### src/rtl/cache_arbiter.sv
// rtl/cache_arbiter.sv - I/D cache line arbiter onto a single physical memory port
// Optional feature macro: ARB_ROUND_ROBIN_EN (round-robin conflict arbitration;
// default build uses fixed DATA-over-INST priority).

module cache_arbiter #(
  parameter int LINE_WIDTH = 256,
  parameter int ADDR_WIDTH = 32
) (
  input  logic                  clk,
  input  logic                  reset,

  input  logic                  i_read,
  input  logic [ADDR_WIDTH-1:0] i_addr,
  output logic [LINE_WIDTH-1:0] i_rdata,
  output logic                  i_resp,

  input  logic                  d_read,
  input  logic                  d_write,
  input  logic [ADDR_WIDTH-1:0] d_addr,
  input  logic [LINE_WIDTH-1:0] d_wdata,
  output logic [LINE_WIDTH-1:0] d_rdata,
  output logic                  d_resp,

  output logic                  pmem_read,
  output logic                  pmem_write,
  output logic [ADDR_WIDTH-1:0] pmem_addr,
  output logic [LINE_WIDTH-1:0] pmem_wdata,
  input  logic [LINE_WIDTH-1:0] pmem_rdata,
  input  logic                  pmem_resp
);

  typedef enum logic [1:0] {
    IDLE    = 2'd0,
    I_BUSY  = 2'd1,
    D_BUSY  = 2'd2,
    RELEASE = 2'd3
  } state_t;

  state_t                  state_q;
  state_t                  state_d;

  // Transaction latched at grant time; held untouched until the next grant.
  logic [ADDR_WIDTH-1:0]   addr_q;
  logic [LINE_WIDTH-1:0]   wdata_q;
  logic                    op_rd_q;
  logic                    op_wr_q;

  logic                    d_req;
  logic                    grant_i;
  logic                    grant_d;
  logic                    data_wins;

  assign d_req = d_read | d_write;

`ifdef ARB_ROUND_ROBIN_EN
  // Set when DATA received the most recent grant; cleared means INST did.
  logic last_data_q;

  assign data_wins = ~last_data_q;

  // Remember the most recent grantee so a conflict alternates between caches.
  always_ff @(posedge clk) begin
    if (!reset) begin
      last_data_q <= 1'b0;
    end else if (grant_d) begin
      last_data_q <= 1'b1;
    end else if (grant_i) begin
      last_data_q <= 1'b0;
    end
  end
`else
  assign data_wins = 1'b1;
`endif

  // Next-state and grant decode; only IDLE can grant a new transaction.
  always_comb begin
    state_d = state_q;
    grant_i = 1'b0;
    grant_d = 1'b0;
    case (state_q)
      IDLE: begin
        if (d_req && (!i_read || data_wins)) begin
          grant_d = 1'b1;
          state_d = D_BUSY;
        end else if (i_read) begin
          grant_i = 1'b1;
          state_d = I_BUSY;
        end
      end
      I_BUSY: begin
        if (pmem_resp) begin
          state_d = RELEASE;
        end
      end
      D_BUSY: begin
        if (pmem_resp) begin
          state_d = RELEASE;
        end
      end
      RELEASE: begin
        state_d = IDLE;
      end
      default: begin
        state_d = IDLE;
      end
    endcase
  end

  // State register; reset abandons any transaction in flight.
  always_ff @(posedge clk) begin
    if (!reset) begin
      state_q <= IDLE;
    end else begin
      state_q <= state_d;
    end
  end

  // Capture the granted request; a simultaneous read+write collapses to a write.
  always_ff @(posedge clk) begin
    if (!reset) begin
      addr_q  <= '0;
      wdata_q <= '0;
      op_rd_q <= 1'b0;
      op_wr_q <= 1'b0;
    end else if (grant_d) begin
      addr_q  <= d_addr;
      wdata_q <= d_wdata;
      op_rd_q <= d_read & ~d_write;
      op_wr_q <= d_write;
    end else if (grant_i) begin
      addr_q  <= i_addr;
      op_rd_q <= 1'b1;
      op_wr_q <= 1'b0;
    end
  end

  // Memory strobes and cache responses are pure decodes of the owner state.
  always_comb begin
    pmem_read  = 1'b0;
    pmem_write = 1'b0;
    i_resp     = 1'b0;
    d_resp     = 1'b0;
    case (state_q)
      I_BUSY: begin
        pmem_read = 1'b1;
        i_resp    = pmem_resp & reset;
      end
      D_BUSY: begin
        pmem_read  = op_rd_q;
        pmem_write = op_wr_q;
        d_resp     = pmem_resp & reset;
      end
      default: begin
        pmem_read  = 1'b0;
        pmem_write = 1'b0;
      end
    endcase
  end

  assign pmem_addr  = addr_q;
  assign pmem_wdata = wdata_q;
  assign i_rdata    = pmem_rdata;
  assign d_rdata    = pmem_rdata;

endmodule

### config.mk
export PLATFORM = sky130hd
export DESIGN_NAME = cache_arbiter
export DESIGN_NICKNAME = d
export VERILOG_FILES = /design/src/rtl/cache_arbiter.sv
export SDC_FILE = /design/constraint.sdc
export NUM_CORES = 1
export LEC_CHECK = 0
export BUFFER_PORTS_ARGS = -buffer_cell sky130_fd_sc_hd__buf_2
export CORE_AREA = 10 10 532 534
export DETAILED_ROUTE_END_ITERATION = 8
export DIE_AREA = 0 0 542 544
export PLACE_DENSITY_LB_ADDON = 0.3
export SYNTH_ARGS = -nofsm -noshare
export SYNTH_HDL_FRONTEND = slang
export SYNTH_SLANG_ARGS = --single-unit
export TNS_END_PERCENT = 30
### constraint.sdc
create_clock -name clk -period 1.8 [get_ports clk]
set_input_delay 0.09 -clock clk [delete_from_list [all_inputs] [get_ports clk]]
set_output_delay 0.09 -clock clk [all_outputs]
set_load 0.02 [all_outputs]
# ---- Word level (Yosys, flattened, before mapping)
# Cells that the tools add are included.
dict set report totals {
  romBits 0
  regBits 292
  word_cells 37
  out_inout_bits 804
  memories 0
  inputBits 582
  ramBits 0
  latchBits 0
}
dict set report classes {
  div 0
  n_mux 19
  n_eq_ne 5
  shifts 0
  bitwise_logic 4
  n_lt_le_gt_ge 0
  n_reduce_logical 4
  multipliers 0
  n_addsub 0
}
# op n
set ops {}
lappend ops {{32-bit two-way mux} 2}
lappend ops {{1-bit two-way mux} 12}
lappend ops {{2-bit two-way mux} 3}
lappend ops {{2-bit one-hot mux with 3 select lines} 1}
lappend ops {{2-bit == test (second input constant)} 2}
lappend ops {{3-bit != test (second input constant)} 1}
lappend ops {{1-bit AND} 2}
lappend ops {{2-bit by 1-bit == test with 1-bit output (second input constant)} 1}
lappend ops {{2-bit logical NOT} 1}
lappend ops {{2-bit by 1-bit != test with 1-bit output (second input constant)} 1}
lappend ops {{1-bit one-hot mux with 2 select lines} 1}
lappend ops {{2-bit AND reduction} 1}
lappend ops {{2-bit nonzero test} 1}
lappend ops {{2-bit OR reduction} 1}
lappend ops {{1-bit inverter} 1}
lappend ops {{1-bit OR} 1}

# ---- Logic depth before layout (Yosys ltp)
dict set report depth {
  ltp_word 5
  mapped_depth 7
  depth_no_buf 5
}

# ---- Worst setup path after synthesis
# No wires, ideal clock.
dict set report synth_path {
  path_kind {reg2reg}
  start {register state_q[1]}
  end {register addr_q[21] (netlist: pmem_addr[21])}
  n_path_buf 2
  path_slack_ps 363
  stages_incl_launch_ff 8
  period_less_slack_ps 1437
  required_time_ps 1726
  setup_time_ps 74
  arrival_time_ps 1362
  cell_sequence {dfxtp_1 -> inv_1 -> ha_1 -> o31a_1 -> buf_2 -> buf_4 -> o21ai_1 -> a31oi_1}
}
dict set report synth_via {
  elab_chain_len 3
  word_cells_on_any_way 5
  cone_classes {mux (3); reduce/logical (2)}
}
# item line
set synth_lines {}
lappend synth_lines {{start: declaration} 39} ;# state_t state_q;
lappend synth_lines {{start signal: assignment} 114} ;# state_q <= state_d;
lappend synth_lines {{2-bit logical NOT (*)} 80} ;# case (state_q)
lappend synth_lines {{1-bit two-way mux} 80}
lappend synth_lines {{32-bit two-way mux or 2-bit nonzero test (tied branches)} --}
lappend synth_lines {{end signal: assignment} 126} ;# addr_q <= d_addr;
lappend synth_lines {{end signal: assignment} 131} ;# addr_q <= i_addr;
lappend synth_lines {{end: declaration} 43} ;# logic [ADDR_WIDTH-1:0] addr_q;
# Mark *: on every way between the ends. The rest lies on a longest branch, timed or not.
# A chain may end at the register's enable or synchronous reset.

# ---- Worst setup path after layout
dict set report layout_path {
  start {register state_q[1]}
  end {output port pmem_read}
}
dict set report layout_via {
  elab_chain_len 2
  word_cells_on_any_way 3
  cone_classes {eq/ne (2); mux (1)}
}
# item line
set layout_lines {}
lappend layout_lines {{2-bit == test or 2-bit by 1-bit == test with 1-bit output (tied branches)} 143} ;# case (state_q)
lappend layout_lines {{1-bit one-hot mux with 2 select lines (*)} 143}
lappend layout_lines {{end: declaration} 24} ;# output logic pmem_read,
# Marks and branches as above.

==> impl_results.md <==
* Status: complete, but fails checks
* Failing checks: setup timing
* Grt total ovfl at 0
* DR vias/cell at 2.37
* Worst hold start: d_read
* Largest area contributor in the netlist: dfxtp_1
* Placed Cells incl. Taps at 5469
* Detailed-route DRC error count at 0
* Largest delay share family, worst path: flip-flops
* Setup Crit Path Kind: flop to output port
* Final Hold Viols at 0
* Grt met3 use at 11.4%
* Cell variety after synth at 30
* Row cnt at 192
* Reg clk slew, reported paths at 0.05 ns
* Clock Path Buffers at 3
* Largest net degree at the start of global routing at 65
* Gr usage total at 9.48%
* Startpoint class of the critical path: flop
* Worst Path Arrival at 1.71 ns
* Core area at 0.272 sq mm
* Total CTS buffers at 46
* Levels on crit path at 5
* Final Max Tran Viols at 0
* Synth Warn # at 0
* Clock sink count at 292
* Worst hold-check path type: input pin to flop
* Most common cell in the netlist: nand2_1
* Die area at 0.295 sq mm
* Fin nets at 2845
* Vias in the first global route at 14432
* Hold path cells at 4
* Syn Area/Cell at 7.77 sq um
* Filler instances at 32044
* First-pass GRT wire length at 178000 microns
* Relative slew slack at 60.0%
* Initial antenna violation count at 69
* H-tree level count at 2
* Post-synthesis cell count at 1838
* Worst path bufs/invs at 3
* RSZ-0062 raised after global routing: yes
* CP max stage delay at 0.33 ns
* Top Ports at 1386
* Number of synthesized flops with an enable pin at 0
* FF-to-FF End: pmem_wdata[246]
* GPL Wtd Cong at 0.813
* CP Cell Sequence: inv_2 > buf_6 > ha_4 > nor2b_4 > buf_12
* GRT Max-Usage Layer: met2
* Cells on worst reg2reg path at 7
* CTS tree: done
* WL/cell at 24.9 microns
* Clk_lat worst skew at 0.67 ns
* Most frequent cells after synthesis: 576 x nand2_1, 531 x buf_4, 292 x dfxtp_1
* Syn Nets at 2425
* CP Max Fanout at 3
* R2R Path Start: state_q[0]
* Met2 Track Usage GR at 14.2%
* Met1 Use GR at 7.43%
* Crit. End Element: output port
* Root buffer cell: clkbuf_16
* Post-Route WL at 147000 microns
* PD cells at 1470 mW/mm^2
* Layout Skew at 0.0277 ns
* Leakage at 0.00904 uW
* Max-Cap Viols at 0
* Die width at 542 microns
* Share of cells above drive strength 1 at 33.1%
* Iteration-0 DRC Markers at 536
* Top cell type's share of synthesized area at 40.9%
* Maximum VDD drop at 0.632 mV
* Ys flop type: dfxtp_1
* Final Non-Filler Cells at 5897
* Max stage delay cell, worst path: dfxtp_2
* Antenna Nets Post-Route at 0
* Post-route setup slack at -0.00231 ns
* Via Count at 13948
* Hold endpoint: state_q[1]
* Post-synthesis cell area at 0.0143 sq mm
* Area Growth Syn to Fin at 61.7%
* Die H at 544 microns
* Reg2reg setup slack at 0.13 ns
* I/O Buffers at 617
* Final setup viols at 1
* Drt first pass iters at 4
* Final HPWL DP at 130000 microns
* Period utilization at 100%
* Post-route setup TNS at -0.00231 ns
* Max Clk Rate at 0.555 GHz
* Post-synthesis sequential area ratio at 40.9%
* Ranking of synthesized cells by area: dfxtp_1 41%, buf_4 28%, nand2_1 15%
* Critical Path RT at 1.71 ns
* Fin crit period at 1.80 ns
* Flops & latches, synth at 292
* Starting Density at 5.24%
* Fraction of registers with async set or reset after synthesis at 0%
* Worst slew pin tran at 0.597 ns
[power breakdown]
group / switching [uW] / internal, uW
registers: 934 / 8230
logic: 10700 / 4620
clock network: 3930 / 5400
[kinds of logic (layout without fill, tap and decap cells)]
| group | count (synthesis) | in the layout | share of synthesized area, % |
|---|---|---|---|
| AO/OA/AOI/OAI | 331 | 331 | 12.0 |
| adder cells (fa/ha/maj) | 5 | 5 | 0.438 |
| buffers and inverters | 618 | 1076 | 30.7 |
| flip-flops | 292 | 292 | 40.9 |
| other | 0 | 12 | 0 |
| AND/OR/NAND/NOR | 592 | 592 | 15.9 |
[area by class of cell]
type | count | area, sq um | share of cell area, %
Timing Repair Buffer | 987 | 7030 | 30.4
Clock inverter | 23 | 255 | 1.10
Clock buffer | 63 | 1260 | 5.48
Multi-Input combinational cell | 928 | 4160 | 18.0
Tap cell | 3589 | 4490 | 19.4
Sequential cell | 292 | 5850 | 25.3
Antenna cell | 12 | 30.0 | 0.130
Inverter | 3 | 21.3 | 0.0921
[state kept, by name (all words and copies together) (netlist names)]
register,count
pmem_wdata,256
op_rd_q,1
op_wr_q,1
pmem_addr,32
state_q,2
[metrics by stage]
stage	setup slack, ns	instance area [sq um]	util, %	power, uW	hold slack (ns)
4_1_cts	-0.154	23000	8.46	35400	0.0135
3_3_place_gp	0.00406	18100	6.65	24400	0.180
6_report	-0.00231	23100	8.48	33800	0.127
5_1_grt	-0.166	23100	8.47	36700	0.0628
2_1_floorplan	0.363	14300	-	17800	0.226
3_5_place_dp	-0.0377	18100	6.65	24500	0.180
[worst reg2reg max path, stage by stage (launching register included)]
cell and delay, ns:
dfxtp_2 0.33, inv_4 0.07, buf_4 0.11, ha_4 0.18
o21a_4 0.23, buf_12 0.23, nand2_1 0.26, a21oi_1 0.17
[routing by layer]
metal	share of wire [%]	vias up	wire length, microns
met5	0.33	-	485
met4	4.8	19	7120
met3	26	400	37800
met2	42	1148	61400
met1	27	6161	40200
li1	-	6220	-
[worst max-delay path by stage]
stage / startpoint / endpoint
after floorplan: state_q[1] / pmem_addr[21]
after detailed placement: state_q[0] / pmem_wdata[254]
after CTS: state_q[1] / pmem_read
after global routing: state_q[1] / pmem_read
after global placement: state_q[0] / pmem_wdata[223]
final: state_q[1] / pmem_read
[cells in the final DEF (no fill, tap or decap), types with 2 or more instances in the layout]
cell / synthesis / layout
buf_4: 531 / 21
ha_4: 0 / 4
o21ai_4: 0 / 2
a31oi_1: 32 / 32
buf_6: 1 / 3
nand2_1: 576 / 576
clkinv_2: 0 / 3
buf_12: 0 / 24
clkinvlp_4: 0 / 5
o21ai_0: 22 / 22
nand2b_1: 2 / 2
dlygate4sd3_1: 0 / 324
dfxtp_2: 0 / 2
a21oi_1: 259 / 258
buf_2: 52 / 613
clkbuf_16: 0 / 46
nor2b_1: 3 / 2
clkbuf_8: 0 / 5
and3_4: 0 / 2
bufinv_16: 0 / 3
o21ai_1: 11 / 10
clkbuf_1: 28 / 12
inv_6: 0 / 6
dfxtp_1: 292 / 290
diode_2: 0 / 12
nor4_1: 2 / 2
clkinv_4: 0 / 5
[repair_timing]
action	4_1_cts	5_1_grt
endpoints found under the hold margin	292	0
setup buffers	5	1
hold buffers	324	0
gates resized for setup	31	4
pin swaps	5	1
setup endpoints to repair	73	50
Note: power is estimated with default switching activity, not from simulation.
